==> src/rtl/bram_port_arbiter.sv <==
// rtl/bram_port_arbiter.sv - round-robin arbiter sharing one BRAM port among NUM_CH requesters
//
// Ports:
//   CLK, RST                    sole clock, synchronous active-high reset
//   req_valid/req_ready         per-channel request handshake (ready is combinational)
//   req_write                   per-channel direction, 1 = write
//   req_addr/req_wdata/req_be   per-channel packed word address, write data, byte enables
//   rsp_valid, rsp_data         one-hot response strobe, response data (held when idle)
//   bramAddr/bramDout/bramWEN   BRAM byte address, write data, byte write enables
//   bramEN, bramCLK, bramRST    BRAM enable, clock and reset pass-through
//   bramDin                     BRAM read data, valid RD_LAT cycles after the enable cycle
//
// Optional: define BRAM_ARB_WRACK_EN to return a zero-data response for every write.

module bram_port_arbiter #(
  parameter int NUM_CH = 2,
  parameter int ADDR_W = 14,
  parameter int RD_LAT = 1
) (
  input  logic                     CLK,
  input  logic                     RST,
  input  logic [NUM_CH-1:0]        req_valid,
  output logic [NUM_CH-1:0]        req_ready,
  input  logic [NUM_CH-1:0]        req_write,
  input  logic [NUM_CH*ADDR_W-1:0] req_addr,
  input  logic [NUM_CH*32-1:0]     req_wdata,
  input  logic [NUM_CH*4-1:0]      req_be,
  output logic [NUM_CH-1:0]        rsp_valid,
  output logic [31:0]              rsp_data,
  output logic [31:0]              bramAddr,
  output logic [31:0]              bramDout,
  output logic [3:0]               bramWEN,
  output logic                     bramEN,
  output logic                     bramCLK,
  output logic                     bramRST,
  input  logic [31:0]              bramDin
);

  localparam int PTR_W = $clog2(NUM_CH);
  // One tag stage per cycle between grant and the bramDin sampling edge.
  localparam int DEPTH = RD_LAT + 1;

  logic [PTR_W-1:0]  ptr_q, ptr_d;
  logic              grant_any;
  logic [PTR_W-1:0]  grant_idx;
  logic [PTR_W-1:0]  cand_idx;
  int                cand;

  logic              sel_write;
  logic [ADDR_W-1:0] sel_addr;
  logic [31:0]       sel_wdata;
  logic [3:0]        sel_be;

  logic              bram_en_q;
  logic [3:0]        bram_wen_q;
  logic [31:0]       bram_addr_q;
  logic [31:0]       bram_dout_q;

  logic [DEPTH-1:0]  tag_vld_q;
  logic [PTR_W-1:0]  tag_ch_q [DEPTH];
`ifdef BRAM_ARB_WRACK_EN
  logic [DEPTH-1:0]  tag_rd_q;
`endif

  logic [NUM_CH-1:0] rsp_valid_q;
  logic [31:0]       rsp_data_q;

  // Round-robin search starting at the pointer; first requester wins.
  always_comb begin
    grant_any = 1'b0;
    grant_idx = '0;
    cand      = 0;
    cand_idx  = '0;
    req_ready = '0;
    for (int i = 0; i < NUM_CH; i++) begin
      cand = int'(ptr_q) + i;
      if (cand >= NUM_CH) cand = cand - NUM_CH;
      cand_idx = PTR_W'(cand);
      if (!grant_any && req_valid[cand_idx]) begin
        grant_any = 1'b1;
        grant_idx = cand_idx;
      end
    end
    // Nothing is granted while reset is held.
    if (RST) grant_any = 1'b0;
    if (grant_any) req_ready[grant_idx] = 1'b1;
  end

  always_comb begin
    sel_write = req_write[grant_idx];
    sel_addr  = req_addr[int'(grant_idx)*ADDR_W +: ADDR_W];
    sel_wdata = req_wdata[int'(grant_idx)*32 +: 32];
    sel_be    = req_be[int'(grant_idx)*4 +: 4];
    ptr_d     = ptr_q;
    if (grant_any) begin
      ptr_d = (grant_idx == PTR_W'(NUM_CH - 1)) ? '0 : grant_idx + 1'b1;
    end
  end

  always_ff @(posedge CLK) begin
    if (RST) begin
      ptr_q       <= '0;
      bram_en_q   <= 1'b0;
      bram_wen_q  <= 4'b0000;
      bram_addr_q <= '0;
      bram_dout_q <= '0;
      tag_vld_q   <= '0;
      for (int i = 0; i < DEPTH; i++) tag_ch_q[i] <= '0;
`ifdef BRAM_ARB_WRACK_EN
      tag_rd_q    <= '0;
`endif
      rsp_valid_q <= '0;
      rsp_data_q  <= '0;
    end else begin
      ptr_q      <= ptr_d;
      bram_en_q  <= grant_any;
      // A write with all byte enables low still issues an enabled cycle.
      bram_wen_q <= (grant_any && sel_write) ? sel_be : 4'b0000;
      if (grant_any) begin
        bram_addr_q <= 32'(sel_addr) << 2;
        bram_dout_q <= sel_wdata;
      end

`ifdef BRAM_ARB_WRACK_EN
      tag_vld_q[0] <= grant_any;
      tag_rd_q[0]  <= ~sel_write;
`else
      tag_vld_q[0] <= grant_any && !sel_write;
`endif
      tag_ch_q[0] <= grant_idx;
      for (int i = 1; i < DEPTH; i++) begin
        tag_vld_q[i] <= tag_vld_q[i-1];
        tag_ch_q[i]  <= tag_ch_q[i-1];
`ifdef BRAM_ARB_WRACK_EN
        tag_rd_q[i]  <= tag_rd_q[i-1];
`endif
      end

      // Last tag stage lines up with the cycle bramDin carries its data.
      rsp_valid_q <= '0;
      if (tag_vld_q[DEPTH-1]) begin
        rsp_valid_q[tag_ch_q[DEPTH-1]] <= 1'b1;
`ifdef BRAM_ARB_WRACK_EN
        rsp_data_q <= tag_rd_q[DEPTH-1] ? bramDin : 32'h0;
`else
        rsp_data_q <= bramDin;
`endif
      end
    end
  end

  assign bramEN    = bram_en_q;
  assign bramWEN   = bram_wen_q;
  assign bramAddr  = bram_addr_q;
  assign bramDout  = bram_dout_q;
  assign bramCLK   = CLK;
  assign bramRST   = RST;
  assign rsp_valid = rsp_valid_q;
  assign rsp_data  = rsp_data_q;

endmodule

==> config.mk <==
export PLATFORM = sky130hd
export DESIGN_NAME = bram_port_arbiter
export DESIGN_NICKNAME = d
export VERILOG_FILES = /design/src/rtl/bram_port_arbiter.sv
export SDC_FILE = /design/constraint.sdc
export NUM_CORES = 1
export LEC_CHECK = 0
export ABC_AREA = 0
export ABC_CLOCK_PERIOD_IN_PS = 1550
export BUFFER_PORTS_ARGS = -buffer_cell sky130_fd_sc_hd__buf_4
export CAP_MARGIN = 40
export CORE_MARGIN = 2
export CORE_UTILIZATION = 40
export DETAILED_ROUTE_END_ITERATION = 12
export MAX_ROUTING_LAYER = met4
export PLACE_DENSITY_LB_ADDON = 0.1
export SLEW_MARGIN = 0
export SYNTH_ARGS = -nofsm -noshare
export SYNTH_HDL_FRONTEND = slang
export SYNTH_SLANG_ARGS = --single-unit
==> constraint.sdc <==
create_clock -name CLK -period 1.55 [get_ports CLK]
set_input_delay 0.31 -clock CLK [delete_from_list [all_inputs] [get_ports CLK]]
set_output_delay 0.31 -clock CLK [all_outputs]
set_load 0.005 [all_outputs]
======== Word level (Yosys, flattened, before mapping) ========
Memories as Yosys holds them, arrays and structs flattened.
Cells that the tools add are included.
storage, ports and cells
  flip-flop bits (word level) ............. 88
  bits in writable memories ............... 2
  output and inout port bits .............. 107
  logic and storage cells ................. 62
  memories ................................ 1
memory list
  name      depth  bits a word  rd ports  clocked after memory_dff  wr ports  RTL line  source
  tag_ch_q  2      1            2         0                         2         60        logic [PTR_W-1:0] tag_ch_q [DEPTH];
operators by class
  add/sub/neg operators ................... 4
  multipliers ............................. 1
  order comparisons ....................... 8
  shifts and indexed selects .............. 3
  mux-type cells .......................... 24
  bitwise operators ....................... 4
  reductions and logical operators ........ 9
operators with widths
  cell                                                                                  count
  64-bit by 7-bit variable part select with 32-bit output                               1
  28-bit by 6-bit variable part select with 14-bit output                               1
  1-bit 2-to-1 mux                                                                      21
  1-bit by 2-bit less-than comparator with 1-bit output (second input constant)         4
  8-bit by 4-bit variable part select with 4-bit output                                 1
  1-bit logical AND                                                                     5
  1-bit by 3-bit multiplier with 4-bit output (second input constant)                   1
  2-bit OR reduction                                                                    2
  1-bit by 1-bit adder with 2-bit output (second input constant)                        1
  1-bit demux with 1-bit select                                                         2
  1-bit greater-or-equal comparator (second input constant)                             2
  1-bit by 2-bit greater-or-equal comparator with 1-bit output (second input constant)  1
  2-bit greater-or-equal comparator (second input constant)                             1
  1-bit logical NOT                                                                     2
  2-bit 2-to-1 mux                                                                      1
  1-bit inverter                                                                        2
  1-bit bitwise OR                                                                      2
  1-bit subtractor (second input constant)                                              2
  1-bit adder (second input constant)                                                   1

======== Logic depth before layout (Yosys ltp) ========
Gate-level depths: netlist (run 1).
  depth in word-level cells ............... 13
  mapped depth ............................ 6
  gate-level depth less buffers ........... 3

==> flow_summary_export.csv, run 1 <==
group,metric,value,unit
placed_design,placed_area,5430,µm²
placed_design,io_buffer_count,226,
synthesis,synth-seq-area-share,49.5,%
layout,ff_latch_area,1800,µm²
detailed_routing,drt_iter0_drc,62,
layout,design_area,5770,µm²
detailed_routing,firstDrtPassIters,4,
layout,nets,720,
floorplanning,core.rowCount,34,
sta,slew_viol_final,0,
global_routing,grt_max_degree,40,
hold_path,hold_path.class,"in -> reg",
synthesis,synth-seq-cells,90,
synthesis,yosysMostFrequentCell,"dfxtp_1",
worst_setup_path,crit_required,1240,ps
layout,multi_input_area,1580,µm²
synthesis,ys_top_cells_by_count,"dfxtp_1 (90), nor2_1 (42), a221o_1 (39)",
run_status,status,"finished with violations",
sta,finalWorstPathRequiredPeriod,1600,ps
pwr,power_leakage,0.00275,µW
synthesis,ys.flop_type,"dfxtp_1",
synthesis,synthArstFlopShare,0,%
layout,nFillCells,713,
sta,finalClockSkew,11.2,ps
synthesis,synth_cells,350,
detailed_routing,drcViolationCount,0,
global_routing,grt_use_total,22.0,%
worst_setup_path,critical_path_class,"reg -> out",
sta,setup_ws,-52.9,ps
placed_design,hpwl,7.73,mm
run_status,violations,"negative setup slack",
synthesis,synth_area,3640,µm²
floorplanning,core,8760,µm²
synthesis,synth_top_area_share,49.5,%
pwr,p_sw_share,25.8,%
clocking,clock_latency,450,ps
pwr,internal_power,3860,µW
layout,areaGrowthSynthToFinish,58.6,%
clocking,clk_pin_slew,100,ps
placed_design,place.gp.congestion,0.803,
pwr,p_seq_share,48.6,%
global_routing,grt_pass1_wl,16.5,mm
synthesis,ys_warn_count,0,
sta,setup_violations,2,
global_routing,antenna_found_initial,0,
synthesis,ys_top_cells_by_area,"dfxtp_1 (50%), a221o_1 (11%), mux2i_1 (8.8%)",
global_routing,overflow,0,
global_routing,grt_pass1_vias,3429,
floorplanning,fp.dieH,99.4,µm
synthesis,synth_edf_count,0,
floorplanning,dieArea,9880,µm²
detailed_routing,wl_per_cell,15.7,µm
layout,drive_gt1_share,48.0,%
worst_setup_path,cp_max_fo,3,
worst_setup_path,arrival,1290,ps
pwr,vdd_drop_max,0.442,mV
layout,diodes,0,
detailed_routing,viasPerCell,4.91,
worst_setup_path,end_kind,"output port",
pwr,power_frac_comb,18.7,%
synthesis,yosysTopAreaCell,"dfxtp_1",
pwr,p_switching,1340,µW
pwr,power.density,902,nW/µm²
clocking,tritoncts,"built",
floorplanning,start_util,41.5,%
flow_run,maxCapViolCount,0,
floorplanning,ios,245,
sta,rsz0062_at_grt,"true",
synthesis,synth_area_per_cell,10.4,µm²
detailed_routing,vias,3413,
pwr,pwr-share-clk,32.7,%
placed_design,pre_cts_slack,65.6,ps
synthesis,ys_types,33,
detailed_routing,routed_wl,10.9,mm
sta,period_share,103,%
layout,finalNonFillerCells,695,
detailed_routing,postRouteAntennaNets,0,
sta,hold_viol,0,
layout,final_util,65.9,%
floorplanning,die_x,99.4,µm
placed_design,dp_cells,670,
worst_setup_path,worstSetupStartpointType,"flop",
sta,fmax,0.624,GHz
[timing repair]
action                     CTS  global route
setup endpoints to repair    2             2
buffers inserted             4             0
cloned                       3             0
pin swaps                    2             2
hold buffers                 0             0
resized for setup            3             2
[registers in the layout, summed over array words and instances (netlist names)]
signal,flops
rsp_valid,2
tag_vld_q,2
bramDout,32
bramAddr,14
rsp_data,32
ptr_q,1
bramWEN,4
tag_ch_q,2
bramEN,1
[logic make-up after synthesis]
| kind of cell | synth area share (%) |
|---|---|
| AND/OR/NAND/NOR | 13.8 |
| AO/OA/AOI/OAI | 18.1 |
| other | 0.103 |
| flip-flops | 49.5 |
| multiplexers | 8.80 |
| buffers and inverters | 9.66 |
[layer usage]
layer / wire length, µm / vias to the layer above / track usage (%)
li1: - / 1674 / -
met1: 4620 / 1567 / 26.4
met2: 5370 / 150 / 35.2
met3: 668 / 22 / 4.15
met4: 279 / 0 / 11.1
met5: 0 / - / -
[final timing paths]
check                               startpoint            to  slack, ps  depth (start not counted)
worst max-delay path                     ptr_q  req_ready[0]        -50                          3
worst min-delay path              req_addr[21]   bramAddr[9]         70                          2
worst max register to register           ptr_q  bramDout[16]         80                          5
worst min register to register  tag_ch_q[0][1]  rsp_valid[0]        420                          1
[critical path, stage by stage, from the launching register on]
cell	delay, ps
dfxtp_2	350
a21bo_4	230
nor2_4	150
buf_6	120
[area by class of cell]
type                       instances  area share (%)
tap                              108            2.34
inverter                           9           0.585
timing repair buffer             249            34.6
sequential                        90            31.3
clock buffer                      14            3.06
multi-input combinational        219            27.3
clock inverter                     6           0.845
[power groups by stage]
stage	Clock, µW	Sequential (µW)	Combinational [µW]
finish	1700	2530	972
global route	1870	2550	1040
CTS	1750	2530	982
detailed placement	41.8	2580	929
global placement	41.8	2580	913
floorplan	41.8	2580	374
[layout by cell type, fill, tap and decap left out, types with 2 or more instances in the layout]
cell type   count
a211oi_2        4
o221a_1         5
o21ai_0         5
and2_1         34
dfxtp_2         2
buf_4         242
nor2b_1         2
dfxtp_1        88
a221o_1        39
nand3_1         4
a21oi_1         7
bufbuf_16       3
and2_0          5
a31oi_1         7
mux2i_1        32
inv_6           2
o221a_2         2
conb_1         18
inv_1           8
clkbuf_8       12
nor3_4          2
nor2_1         42
buf_12          4
clkinvlp_4      3
[stage by stage]
| step | setup TNS, ps | total power, µW | hold slack [ps] |
|---|---|---|---|
| finish | -90.0 | 5210 | 72.2 |
| global route | -191 | 5460 | 52.0 |
| CTS | -220 | 5260 | 51.2 |
| detailed placement | 0 | 3550 | 391 |
| global placement | 0 | 3530 | 391 |
| floorplan | 0 | 3000 | 388 |
(Power assumes the default switching activity.)
==> run 2, diff against run 1 <==
--- a/config.mk
+++ b/config.mk
@@ -6,7 +6,7 @@
 export NUM_CORES = 1
 export LEC_CHECK = 0
 export ABC_AREA = 0
-export ABC_CLOCK_PERIOD_IN_PS = 1550
+export ABC_CLOCK_PERIOD_IN_PS = 1700
 export BUFFER_PORTS_ARGS = -buffer_cell sky130_fd_sc_hd__buf_4
 export CAP_MARGIN = 40
 export CORE_MARGIN = 2
==> constraint.sdc (replaced) <==
create_clock -name CLK -period 1.7 [get_ports CLK]
set_input_delay 0.34 -clock CLK [delete_from_list [all_inputs] [get_ports CLK]]
set_output_delay 0.34 -clock CLK [all_outputs]
set_load 0.005 [all_outputs]
==> run 2 against run 1 <==
  * The flow now finishes without violations
  * Global-route usage increased by 0.37 points
  * Combinational power is 9.6% lower
  * Non-clock buffer count down 5
  * Sequential share of layout area about the same
  * First-iteration DRC count up 37%
  * Register-to-register slack improved by 80 ps
  * Critical path type unchanged
  * Critical endpoint unchanged
  * Largest cell class unchanged
  * Largest power group unchanged
==> flow_summary_export.csv, run 2 (synthesis gave the netlist of run 1 again) <==
group,metric,value,unit
detailed_routing,viasPerCell,4.92,
layout,final_cell_mix,"buf_4 (238), dfxtp_1 (88), nor2_1 (42)",
worst_setup_path,end_kind,"output port",
pwr,vdd_drop_max,0.354,mV
worst_setup_path,crit_required,1360,ps
worst_setup_path,slowest_stage,"dfxtp_2",
layout,drive_gt1_share,47.6,%
floorplanning,dieArea,9880,µm²
sta,rsz0062_at_grt,"true",
global_routing,overflow,0,
sta,tns,0,ps
sta,setup_violations,0,
detailed_routing,drcViolationCount,0,
placed_design,hpwl,7.47,mm
worst_setup_path,cp_cell_sequence,"a21bo_4, nor2_4, buf_4",
detailed_routing,drt_iter0_drc,85,
layout,nets,715,
detailed_routing,firstDrtPassIters,4,
global_routing,antenna_found_initial,0,
worst_setup_path,critical_path_class,"reg -> out",
clocking,clock_latency,450,ps
sta,finalClockSkew,11.9,ps
floorplanning,core,8760,µm²
layout,areaGrowthSynthToFinish,58.4,%
floorplanning,fp.dieH,99.4,µm
global_routing,grt_pass1_wl,16.7,mm
floorplanning,die_x,99.4,µm
global_routing,grt_use_total,22.3,%
clocking,clk_pin_slew,100,ps
sta,hold_viol,0,
floorplanning,ios,245,
sta,finalWorstPathRequiredPeriod,1630,ps
worst_setup_path,worst-path-buf-inv,1,
placed_design,place.gp.congestion,0.757,
clocking,tritoncts,"built",
pwr,power.density,851,nW/µm²
sta,fin_hold_ws,106,ps
sta,fmax,0.614,GHz
pwr,power_leakage,0.00274,µW
detailed_routing,wl_per_cell,15.9,µm
sta,period_share,95.8,%
detailed_routing,vias,3396,
worst_setup_path,cp_top_family,"flip-flops",
detailed_routing,routed_wl,10.9,mm
hold_path,hold_path.class,"in -> reg",
worst_setup_path,slowest_delay,350,ps
flow_run,maxCapViolCount,0,
placed_design,io_buffer_count,226,
layout,diodes,0,
floorplanning,core.rowCount,34,
run_status,status,"finished, final reports clean",
sta,slew_viol_final,0,
layout,mostFrequentLayoutCell,"buf_4",
global_routing,grt_pass1_vias,3370,
global_routing,grt_max_degree,40,
worst_setup_path,cp_max_fo,3,
floorplanning,start_util,41.5,%
detailed_routing,postRouteAntennaNets,0,
pwr,p_total,4910,µW
clocking,hold_buffers,0,
worst_setup_path,arrival,1290,ps
worst_setup_path,worstSetupStartpointType,"flop",
==> run 2: final cells by class <==
class	instances	area (µm²)
flip-flops and latches	90	1800
clock inverters	5	62.6
clock buffers	15	190
fillers	714	3000
multi-input cells	219	1570
repair buffers	244	1970
well taps	108	135
inverters	9	33.8
==> run 2: repair_timing <==
item | CTS | global route
resized for setup | 2 | 1
cloned | 4 | 0
setup endpoints to repair | 2 | 2
buffers inserted | 5 | 0
pin swaps | 2 | 2
==> run 2: final timing paths <==
check | from | endpoint | slack, ps | cells past startpoint
setup / recovery | ptr_q | req_ready[0] | 70 | 3
hold / removal | req_wdata[38] | bramDout[6] | 110 | 2
setup reg to reg | ptr_q | bramDout[5] | 160 | 6
hold reg to reg | tag_ch_q[0][1] | rsp_valid[0] | 420 | 1
==> run 2: per-layer routing <==
metal,vias to the layer above,GRT usage [%],share of wire (%)
met1,1555,26.1,41
li1,1667,-,-
met4,0,8.96,1.6
met3,13,4.64,6.7
met5,-,-,0
met2,161,37.5,51
==> run 2: power breakdown <==
part           switching (µW)  internal, µW
logic                     325           555
clock network             816           907
registers                65.2          2240
total                    1210          3700
==> run 2: through the flow <==
step	worst slack, ps	util (%)	instance area, µm²	std cells
after global placement	155	61.2	5360	663
final	71.9	65.8	5770	690
after global routing	-9.77	65.8	5770	690
after detailed placement	148	61.2	5360	663
after CTS	-0.706	66.0	5780	691
after floorplan	382	-	3700	367
==> run 3, diff against run 2 <==
--- a/config.mk
+++ b/config.mk
@@ -10,11 +10,10 @@
 export BUFFER_PORTS_ARGS = -buffer_cell sky130_fd_sc_hd__buf_4
 export CAP_MARGIN = 40
 export CORE_MARGIN = 2
-export CORE_UTILIZATION = 40
+export CORE_UTILIZATION = 42
 export DETAILED_ROUTE_END_ITERATION = 12
 export MAX_ROUTING_LAYER = met4
 export PLACE_DENSITY_LB_ADDON = 0.1
-export SLEW_MARGIN = 0
 export SYNTH_ARGS = -nofsm -noshare
 export SYNTH_HDL_FRONTEND = slang
 export SYNTH_SLANG_ARGS = --single-unit
==> constraint.sdc (replaced) <==
create_clock -name CLK -period 1.7 [get_ports CLK]
set_input_delay 0.425 -clock CLK [delete_from_list [all_inputs] [get_ports CLK]]
set_output_delay 0.425 -clock CLK [all_outputs]
set_load 0.005 [all_outputs]
==> run 3 against run 2 <==
  * The flow now finishes with violations (negative setup slack)
  * Die area fell by 4.6%
  * Utilization rose by 1.8 points
  * Hold slack improved by 80 ps
  * Largest power group unchanged
==> flow_summary_export.csv, run 3 (synthesis gave the netlist of run 1 again) <==
group,metric,value,unit
sta,hold_viol,0,
worst_setup_path,reg2reg_depth,5,
worst_setup_path,path_depth,3,
layout,mostFrequentLayoutCell,"buf_4",
clocking,clock_latency,460,ps
worst_setup_path,critPathCapture,"req_ready[0]",
detailed_routing,drcViolationCount,0,
detailed_routing,met2_length,5.54,mm
worst_setup_path,cp_top_family,"flip-flops",
pwr,p_total,4700,µW
run_status,status,"finished with violations",
detailed_routing,highest_layer,"met4",
worst_setup_path,crit_required,1270,ps
detailed_routing,postRouteAntennaNets,0,
worst_setup_path,reg2reg_slack,290,ps
clocking,hold_buffers,0,
hold_path,hold_path.class,"in -> reg",
placed_design,pre_cts_slack,73.2,ps
worst_setup_path,cp_cell_sequence,"a21bo_4, nor2_4, buf_6",
layout,diodes,0,
floorplanning,core,8300,µm²
worst_setup_path,slowest_stage,"dfxtp_2",
floorplanning,start_util,43.9,%
layout,areaGrowthSynthToFinish,54.1,%
sta,fmax,0.587,GHz
detailed_routing,routed_wl,11.0,mm
global_routing,grt_pass1_vias,3481,
pwr,power.density,837,nW/µm²
layout,nets,713,
layout,nFillCells,693,
floorplanning,dieArea,9430,µm²
pwr,vdd_drop_max,0.374,mV
global_routing,grt_pass1_wl,17.0,mm
sta,setup_ws,-2.17,ps
layout,final_cell_mix,"buf_4 (240), dfxtp_1 (88), nor2_1 (42)",
detailed_routing,vias,3400,
worst_setup_path,slowest_delay,350,ps
layout,design_area,5610,µm²
worst_setup_path,crit_start,"ptr_q",
placed_design,place.gp.congestion,0.831,
sta,finalClockSkew,13.2,ps
hold_path,min-delay-start,"req_addr[7]",
floorplanning,fp.dieH,97.1,µm
pwr,power_leakage,0.00267,µW
global_routing,antenna_found_initial,0,
detailed_routing,wl_per_cell,16.1,µm
global_routing,overflow,0,
placed_design,io_buffer_count,226,
floorplanning,ios,245,
flow_run,maxCapViolCount,0,
placed_design,hpwl,8.14,mm
worst_setup_path,cp_max_fo,3,
sta,setup_violations,1,
sta,slew_viol_final,0,
sta,finalWorstPathRequiredPeriod,1700,ps
run_status,violations,"negative setup slack",
detailed_routing,drt_iter0_drc,88,
floorplanning,core.rowCount,33,
detailed_routing,drt-met1-wl,4.51,mm
detailed_routing,viasPerCell,4.96,
floorplanning,die_x,97.1,µm
global_routing,grt_use_total,23.5,%
layout,drive_gt1_share,47.6,%
worst_setup_path,arrival,1280,ps
layout,final_util,67.6,%
clocking,clk_pin_slew,100,ps
global_routing,grt_max_degree,40,
clocking,tritoncts,"built",
detailed_routing,met3_length,751,µm
worst_setup_path,worstSetupStartpointType,"flop",
worst_setup_path,critical_path_class,"reg -> out",
sta,period_share,100,%
placed_design,placed_area,5370,µm²
worst_setup_path,timing.rr.end,"bramAddr[2]",
sta,rsz0062_at_grt,"true",
sta,tns,-2.17,ps
worst_setup_path,worst-path-buf-inv,1,
detailed_routing,firstDrtPassIters,4,
worst_setup_path,end_kind,"output port",
worst_setup_path,r2r_start,"ptr_q",
## run 3: worst reg2reg max path, stage by stage, from the launching register on
cell     delay, ps
dfxtp_2        350
nor2b_2        170
nor3_4          70
buf_4          170
buf_4          210
a221o_1        330
## run 3: cell type report
cell class | instances | area [µm²] | share of cell area, %
inverters | 9 | 33.8 | 0.602
well taps | 105 | 131 | 2.34
clock inverters | 7 | 51.3 | 0.914
flip-flops and latches | 90 | 1800 | 32.2
clock buffers | 13 | 173 | 3.08
multi-input cells | 219 | 1570 | 28.0
repair buffers | 242 | 1850 | 32.9
## run 3: worst min-delay path by stage
stage	cells past startpoint	slack [ps]	to
2_1_floorplan	1	390	rsp_valid[0]
3_5_place_dp	1	410	rsp_valid[0]
6_report	2	190	bramAddr[9]
4_1_cts	2	170	bramAddr[9]
3_3_place_gp	1	400	rsp_valid[0]
5_1_grt	2	160	bramDout[26]
## run 3: what timing repair did
action / CTS / global route
hold endpoints to repair: 0 / 0
pin swaps: 2 / 2
setup buffers: 2 / 0
setup endpoints to repair: 2 / 2
gates resized for setup: 3 / 1
## run 3: metal layers
layer,global-route usage [%],vias up
li1,-,1660
met1,26.3,1566
met2,39.3,157
met3,6.33,17
met4,11.1,0
met5,-,-
## run 3: stage by stage
step | instances | hold WS (ps)
2_1_floorplan | 367 | 388
4_1_cts | 685 | 170
5_1_grt | 685 | 164
3_5_place_dp | 664 | 408
6_report | 685 | 185
3_3_place_gp | 664 | 397
## run 3: power by group
group          total, µW  switching [µW]  internal [µW]
clock               1550             834            717
combinational        840             322            518
sequential          2310            67.8           2240
total               4700            1220           3470
